[config.mk]
export PLATFORM = sky130hd
export DESIGN_NAME = velocity_ring_sequencer
export DESIGN_NICKNAME = d
export VERILOG_FILES = /design/src/rtl/velocity_ring_sequencer.sv
export SDC_FILE = /design/constraint.sdc
export NUM_CORES = 1
export LEC_CHECK = 0
export ABC_AREA = 1
export CAP_MARGIN = 40
export CORE_ASPECT_RATIO = 1.25
export CORE_UTILIZATION = 55
export CTS_BUF_LIST = sky130_fd_sc_hd__clkbuf_8
export DETAILED_ROUTE_END_ITERATION = 6
export PLACE_DENSITY = 0.81
export SETUP_SLACK_MARGIN = 0.2
export SLEW_MARGIN = 20
export SYNTH_ARGS = -nofsm -noshare
export SYNTH_HDL_FRONTEND = slang
export SYNTH_SLANG_ARGS = --single-unit
[constraint.sdc]
create_clock -name clk -period 4.28 [get_ports clk]
set_input_delay 0.428 -clock clk [delete_from_list [all_inputs] [get_ports clk]]
set_output_delay 0.428 -clock clk [all_outputs]
set_load 0.01 [all_outputs]
[src/rtl/velocity_ring_sequencer.sv]
// rtl/velocity_ring_sequencer.sv - velocity-exchange ring phase controller
// Flushes the ring nodes, opens injection, generates the slot strobe and detects drain or timeout.
module velocity_ring_sequencer #(
  parameter int NNODES        = 8,
  parameter int SLOT_CYCLES   = 16,
  parameter int FLUSH_CYCLES  = 4,
  parameter int DRAIN_SLOTS   = 2,
  parameter int TIMEOUT_SLOTS = 4096
) (
  input  logic              clk,
  input  logic              reset,
  input  logic              start,
  input  logic              src_done,
  input  logic [NNODES-1:0] rempty,
  output logic              ring_reset,
  output logic              inject_en,
  output logic              slot_tick,
  output logic              busy,
  output logic              done,
  output logic              timeout,
  output logic [15:0]       slot_count
);

  localparam int PW = (SLOT_CYCLES > 2) ? $clog2(SLOT_CYCLES) : 1;
  localparam int FW = $clog2(FLUSH_CYCLES + 1);
  localparam int DW = $clog2(DRAIN_SLOTS + 1);

  localparam logic [PW-1:0] PHASE_LAST = PW'(SLOT_CYCLES - 1);
  localparam logic [FW-1:0] FLUSH_LAST = FW'(FLUSH_CYCLES - 1);
  localparam logic [DW-1:0] DRAIN_N    = DW'(DRAIN_SLOTS);
  localparam logic [15:0]   TO_MAX     = 16'(TIMEOUT_SLOTS);

  typedef enum logic [2:0] {
    S_IDLE,
    S_FLUSH,
    S_INJECT,
    S_DRAIN,
    S_DONE
  } state_t;

  state_t        state;
  logic [PW-1:0] phase;
  logic [FW-1:0] flush_cnt;
  logic [DW-1:0] drain_cnt;

  logic [PW-1:0] phase_next;
  logic [15:0]   slot_next;
  logic [DW-1:0] drain_next;
  logic          all_empty;

  always_comb begin
    phase_next = (phase == PHASE_LAST) ? '0 : phase + 1'b1;
    slot_next  = (slot_count == TO_MAX) ? slot_count : slot_count + 16'd1;
    drain_next = drain_cnt + 1'b1;
    all_empty  = &rempty;
  end

  always_ff @(posedge clk) begin
    if (reset) begin
      state      <= S_IDLE;
      phase      <= '0;
      flush_cnt  <= '0;
      drain_cnt  <= '0;
      ring_reset <= 1'b0;
      inject_en  <= 1'b0;
      slot_tick  <= 1'b0;
      busy       <= 1'b0;
      done       <= 1'b0;
      timeout    <= 1'b0;
      slot_count <= '0;
    end else begin
      done <= 1'b0;
      case (state)
        S_IDLE: begin
          if (start) begin
            state      <= S_FLUSH;
            ring_reset <= 1'b1;
            busy       <= 1'b1;
            timeout    <= 1'b0;
            slot_count <= '0;
            flush_cnt  <= '0;
          end
        end
        S_FLUSH: begin
          if (flush_cnt == FLUSH_LAST) begin
            // Nodes leave reset with their slot counter at its last value, so the first INJECT cycle is a boundary.
            state      <= S_INJECT;
            ring_reset <= 1'b0;
            inject_en  <= 1'b1;
            slot_tick  <= 1'b1;
            phase      <= PHASE_LAST;
          end else begin
            flush_cnt <= flush_cnt + 1'b1;
          end
        end
        S_INJECT, S_DRAIN: begin
          phase     <= phase_next;
          slot_tick <= (phase_next == PHASE_LAST);
          if (slot_tick) begin
            slot_count <= slot_next;
            if (slot_next == TO_MAX) begin
              state     <= S_DONE;
              timeout   <= 1'b1;
              done      <= 1'b1;
              inject_en <= 1'b0;
              slot_tick <= 1'b0;
            end else if (state == S_INJECT) begin
              if (src_done) begin
                state     <= S_DRAIN;
                inject_en <= 1'b0;
                drain_cnt <= '0;
              end
            end else if (all_empty) begin
              if (drain_next == DRAIN_N) begin
                state     <= S_DONE;
                done      <= 1'b1;
                slot_tick <= 1'b0;
              end else begin
                drain_cnt <= drain_next;
              end
            end else begin
              drain_cnt <= '0;
            end
          end
        end
        S_DONE: begin
          state <= S_IDLE;
          busy  <= 1'b0;
        end
        default: state <= S_IDLE;
      endcase
    end
  end

endmodule

==> results of run 1 <==
## cells by family after synthesis
| group | after synthesis |
|---|---|
| AOI/OAI and AO/OA | 49 |
| xor gates and xnor gates | 4 |
| adders and majority gates | 7 |
| buffers and inverters | 52 |
| DFF | 34 |
| and+or+nand+nor | 212 |
## stage by stage
| step | utilization | hold WS [ns] | power, mW | setup slack, ns | area, µm² |
|---|---|---|---|---|---|
| after floorplan | - | 0.437 | 0.675 | 2.33 | 2260 |
| after global placement | 0.684 | 0.434 | 0.776 | 1.87 | 2630 |
| after detailed placement | 0.687 | 0.440 | 0.791 | 2.10 | 2650 |
| after CTS | 0.723 | 0.452 | 1.15 | 2.07 | 2780 |
| after global routing | 0.723 | 0.467 | 1.22 | 1.83 | 2780 |
| final | 0.723 | 0.451 | 1.15 | 2.05 | 2780 |
## cell type report
type | count | area [µm²]
Clock inverter | 3 | 68.8
Timing Repair Buffer | 34 | 345
Fill cell | 345 | 1060
Clock buffer | 5 | 68.8
Sequential cell | 34 | 681
Inverter | 46 | 173
Multi-Input combinational cell | 272 | 1380
Tap cell | 54 | 67.6
## Yosys cell counts
cell / instances / area share
clkinv_1: 2 / 0.0033
nand3_1: 28 / 0.062
nor2_4: 5 / 0.025
nor3_1: 5 / 0.011
o221a_2: 1 / 0.0050
nand2_4: 1 / 0.0050
o21bai_1: 1 / 0.0033
buf_2: 2 / 0.0044
o211a_1: 1 / 0.0044
buf_1: 1 / 0.0017
clkbuf_1: 3 / 0.0050
a21boi_1: 1 / 0.0033
o21ai_2: 2 / 0.0078
ha_1: 7 / 0.039
dfxtp_1: 34 / 0.30
nand3b_1: 1 / 0.0033
o21a_1: 1 / 0.0033
a211oi_1: 2 / 0.0066
nor2_2: 5 / 0.014
nand4_1: 9 / 0.025
nand2_1: 94 / 0.16
xor2_1: 1 / 0.0039
nand2_2: 7 / 0.019
o21ai_1: 3 / 0.0066
nor2_1: 50 / 0.083
inv_1: 41 / 0.068
inv_2: 3 / 0.0050
xnor2_1: 3 / 0.012
a221oi_1: 1 / 0.0039
or2_2: 1 / 0.0028
o211ai_1: 2 / 0.0066
or2_1: 1 / 0.0028
o21ai_0: 6 / 0.013
or2_0: 1 / 0.0028
a21oi_1: 28 / 0.062
nand3_2: 4 / 0.018
## worst max-delay path: stages, from the launching register on
cell      delay (ns)
dfxtp_1         0.49
ha_1            0.26
nand3_2         0.16
inv_2           0.16
nand3_1         0.09
nand2_1         0.07
nand2_1         0.08
nor2_1          0.11
nand2_1         0.11
nor2_4          0.13
nand2_2         0.08
o211ai_1        0.17
nand3_1         0.13
a21oi_1         0.13
## power breakdown
group | switching, mW | internal, mW | total (mW)
sequential | 0.0399 | 0.365 | 0.405
combinational | 0.246 | 0.137 | 0.383
clock | 0.132 | 0.233 | 0.365
## routing by layer
metal | vias to the layer above | share of wire | global-route usage
li1 | 1222 | - | -
met2 | 63 | 0.52 | 0.528
met1 | 1072 | 0.41 | 0.297
met3 | 20 | 0.029 | 0.0581
met4 | 0 | 0.038 | 0.183
met5 | - | 0 | 0
## registers in the layout, summed over array words and instances, names as in the netlist
register	cells
ring_reset	1
done	1
busy	1
flush_cnt	3
phase	4
slot_tick	1
state	3
inject_en	1
slot_count	16
drain_cnt	2
timeout	1
## how the worst max path moves through the flow
stage                               to  slack (ns)
after floorplan              slot_tick        2.33
after global placement        phase[1]        1.87
after detailed placement     inject_en        2.10
after CTS                    inject_en        2.07
after global routing      drain_cnt[1]        1.83
final                        inject_en        2.05
==> results.md, run 1 <==
- Outcome: finished clean
- Hold path endpoint: inject_en
- Final Non-Filler Cells: 448
- Inserted Diodes: 0
- Slew Limit Fails: 0
- Largest net degree at the start of global routing: 21
- Synth warn: 0
- Period utilization: 0.521
- CTS H-tree depth: 2
- Die Width: 59.3 µm
- Total track usage: 0.291
- CTS sink cnt: 34
- Starting Density: 0.587
- Max_slew headroom: 0.508
- Dpl cells: 440
- Worst-path clk slew: 0.08 ns
- Num CTS Buffers: 5
- Setup Buffers After CTS: 0
- WL per Instance: 12.7 µm
- Critical Path RT: 4.52 ns
- I/O pin total: 34
- Post-Synth Adder-Cell Area: 0.0388
- Mapped cell area: 2260 µm²
- Worst Tran Pin Value: 0.737 ns
- F_max: 448 MHz
- Compound-Gate Fraction of Synth Area: 0.126
- Core footprint: 3850 µm²
- Leakage power total: 1.16 nW
- Iteration-0 DRC Markers: 196
- DRC: 0
- Gr ovfl total: 0
- Max cap viols: 0
- Post-synthesis sequential area ratio: 0.302
- Post-route ant nets: 0
- Cell count after synthesis: 358
- CTS Buffer Depth: 2
- First-pass GRT wire length: 9430 µm
- Mux share of post-synthesis cell area: 0
- Hold Fails Final Rpt: 0
- Die ar.: 4370 µm²
- Hold Path Stages: 2
- Min Tclk post-route: 2.23 ns
- Worst Hold Class: flop to flop
- TritonRoute pass-1 iters: 4
- Hold wc startpoint: inject_en
- Gp weighted congestion: 0.924
- Distinct cells, synth: 36
- Largest family of logic cells by synthesized area: simple AND/OR/NAND/NOR gates
- DP HPWL: 4380 µm
- # rows: 25
- #FFs+latches synth: 34
- RSZ-0062 raised after global routing: false
- Setup TNS: 0 ns
- CTS tree: done
- Initial antenna violation count: 0
- Final setup vio count: 0
- Crit. End Element: flop
- Synthesized Nets: 377
- R2R Path Start: slot_count[0]
- Crit Path Max Fanout: 7
- Clock skew: 0.00968 ns
- Area Overhead vs Synth: 23.3%
- Share of layout cells above drive strength 1: 0.0964
- # nets final: 412
- Synth Area in Simple Gates: 0.430
- VDD IR max: 0.000350 V
- Worst Reg-to-Reg Cells: 13
- # port buffers: 33
- Most common cell after layout, fill and taps aside: nand2_1
- Vias after detailed routing: 2377
- Cts repair resizes: 0
- Total wire length: 5710 µm
- CTS root buf: clkbuf_8
- Clk Latency, worst-skew pair: 0.30 ns
- Vias in the first global route: 2204
- CP arrival: 2.47 ns
- Commonest non-fill, non-tap cells in the layout: 94 x nand2_1, 50 x nor2_1, 41 x inv_1
- Worst R2R End: inject_en
- Crit path from: slot_count[0]
- Cts hold-fix bufs: 0
- Avg Cell Area, Syn: 6.30 µm²
- Power Dens Cells: 414 nW/µm²
- R2R setup slack: 2.05 ns
- CP Launch Type: flop
- Setup CP Type: flop to flop
- Xor/xnor cell area share of the yosys netlist: 0.0155
- Die Span Y: 73.6 µm
- Post-DR vias/cell: 5.31
Power figures use the tool's default switching activity.
==> run 2, diff against run 1 <==
Clock period 4.28 ns to 2.3 ns, I/O delays scaled along.
==> run 2 against run 1 <==
  * Sequential share of layout area rose by 0.46 points
  * Largest power group unchanged
  * Non-clock buffer count is 3 higher
  * Core utilization grew 0.75 points
  * Global-route usage up 0.52 points
  * Register-to-register slack got worse by 1.8 ns
  * Clock skew down 0.00079 ns
  * Routed wire length up 3.3%
  * Critical path type unchanged
==> results.md, run 2 (synthesis results as in run 1) <==
- Max cap viols: 0 (unchanged)
- Hold Fails Final Rpt: 0 (unchanged)
- Vias in the first global route: 2249 (+2.0%)
- Worst R2R End: slot_tick
- TritonRoute pass-1 iters: 5 (+1)
- CTS Buffer Depth: 2 (unchanged)
- Area Overhead vs Synth: 24.6%
- Gr ovfl total: 0 (unchanged)
- Hold Path Stages: 2 (unchanged)
- Die Span Y: 73.6 µm (unchanged)
- First-pass GRT wire length: 9710 µm (+3.0%)
- Slew Limit Fails: 0 (unchanged)
- Leakage power total: 1.15 nW (-0.47%)
- Power Dens Cells: 675 nW/µm² (+63%)
- DP HPWL: 4350 µm (-0.63%)
- # port buffers: 33 (unchanged)
- Crit. End Element: flop
- CTS root buf: clkbuf_8
- CTS H-tree depth: 2 (unchanged)
- Reg with most FFs: slot_count
- CTS tree: done
- Max_slew headroom: 0.692 (+0.184)
- Die Width: 59.3 µm (unchanged)
- Hold wc startpoint: flush_cnt[2]
- Commonest non-fill, non-tap cells in the layout: 93 x nand2_1, 45 x nor2_1, 43 x inv_1
- Num CTS Buffers: 5 (unchanged)
- I/O pin total: 34 (unchanged)
- Hold_ws: 0.461 ns (+0.00970 ns)
- Crit Path Max Fanout: 7 (unchanged)
- Worst-path clk slew: 0.07 ns (about the same)
- Vias after detailed routing: 2406 (+1.2%)
- Min Tclk post-route: 2.01 ns (-0.219 ns)
- Total wire length: 5900 µm (+3.3%)
- Setup CP Type: flop to flop
- Clk Latency, worst-skew pair: 0.29 ns (about the same)
- CP Launch Type: flop
- Critical Path RT: 2.49 ns (-2.03 ns)
- Total power: 1.90 mW (+65%)
- Max FFs per register: 16 (unchanged)
- Hold path endpoint: flush_cnt[2]
- Clock skew: 0.00889 ns (-0.000790 ns)
- F_max: 497 MHz (+11%)
- CP arrival: 2.20 ns (-0.27 ns)
- Inserted Diodes: 0 (unchanged)
- R2R Path Start: slot_count[0]
- Starting Density: 0.587 (unchanged)
- Initial antenna violation count: 0 (unchanged)
- Worst Reg-to-Reg Cells: 12 (-1)
- Largest net degree at the start of global routing: 18 (-14%)
- Iteration-0 DRC Markers: 191 (-2.6%)
- Gp weighted congestion: 0.898 (-2.8%)
- CTS sink cnt: 34 (unchanged)
- Final setup vio count: 0 (unchanged)
- Most common cell after layout, fill and taps aside: nand2_1
- Setup TNS: 0 ns (unchanged)
- Post-route ant nets: 0 (unchanged)
- Period utilization: 0.875 (+0.354)
- DRC: 0 (unchanged)
- Worst Tran Pin Value: 0.460 ns (-0.276 ns)
- Filler cells: 347 (+0.58%)
- Outcome: finished clean
- Setup Buffers After CTS: 0 (unchanged)
- Die ar.: 4370 µm² (unchanged)
- R2R setup slack: 0.29 ns (-1.76 ns)
- Cts hold-fix bufs: 0 (unchanged)
- VDD IR max: 0.000670 V (+92%)
- WL per Instance: 13.1 µm (+2.9%)
- Worst Hold Class: flop to flop
- Post-DR vias/cell: 5.35 (+0.77%)
- Core footprint: 3850 µm² (unchanged)
- # rows: 25 (unchanged)
- RSZ-0062 raised after global routing: true
- Biggest regs: slot_count: 16 flops, phase: 4 flops
- # nets final: 415 (+0.73%)
- Share of layout cells above drive strength 1: 0.152 (+0.0551)
- Total track usage: 0.296 (+0.00519)
run 2: cell count changes in the layout (fill, tap and decap cells not counted), moves of 2 or more:
cell / delta
nor2_2: +5
a21oi_1: -2
nor2_1: -5
a21oi_2: +2
buf_4: +4
bufinv_16: -2
inv_1: +2
dfxtp_4: +2
ha_1: -2
dfxtp_2: +10
dfxtp_1: -12
run 2: layout make-up:
| class | count | area [µm²] | area share |
|---|---|---|---|
| Tap cell | 54 | 67.6 | 0.0240 |
| Sequential cell | 34 | 701 | 0.249 |
| Timing Repair Buffer | 37 | 360 | 0.128 |
| Clock inverter | 2 | 7.51 | 0.00267 |
| Clock buffer | 5 | 68.8 | 0.0245 |
| Multi-Input combinational cell | 272 | 1430 | 0.509 |
| Inverter | 46 | 175 | 0.0623 |
run 2: repair_timing:
| item | in CTS | in global routing |
|---|---|---|
| endpoints found under the hold margin | 0 | 0 |
| endpoints found under the setup margin | 6 | 11 |
| gates resized for setup | 2 | 26 |
| pin swaps | 0 | 4 |
run 2: routing by layer:
metal,part of all wire,global-route usage,vias to the layer above
met1,0.39,0.312,1081
met3,0.037,0.0581,25
li1,-,-,1230
met2,0.53,0.538,70
met4,0.044,0.161,0
met5,0,0,-
run 2: per-stage QoR:
stage / util / setup WS [ns] / instance area [µm²] / std cells
after floorplan: - / 0.352 / 2260 / 358
after global placement: 0.691 / 0.237 / 2660 / 443
after detailed placement: 0.691 / 0.189 / 2660 / 443
after CTS: 0.712 / 0.227 / 2740 / 450
after global routing: 0.731 / 0.139 / 2810 / 450
final: 0.731 / 0.287 / 2810 / 450
run 2: how the worst max path moves through the flow:
stage | start | endpoint | slack [ns] | cells after the start
floorplan | slot_count[0] | slot_tick | 0.35 | 13
global placement | slot_count[0] | slot_tick | 0.24 | 13
detailed placement | slot_count[0] | slot_tick | 0.19 | 13
CTS | slot_count[7] | slot_tick | 0.23 | 12
global route | slot_count[0] | inject_en | 0.14 | 12
finish | slot_count[0] | slot_tick | 0.29 | 12
run 2: report_power, final:
group          internal, mW  total (mW)  switching (mW)
combinational         0.275       0.725           0.450
clock                 0.200       0.416           0.217
sequential            0.679       0.756          0.0778
run 2: worst max-delay path, stage by stage (launching register included):
cell and delay, ns:
dfxtp_4 0.38, inv_2 0.11, ha_2 0.21, nand2_1 0.07
nor2_2 0.13, nand2_2 0.11, a21oi_2 0.17, nand3_1 0.12
nor2_2 0.16, a21boi_1 0.09, or2_1 0.25, nand2_1 0.07
nor2_1 0.03
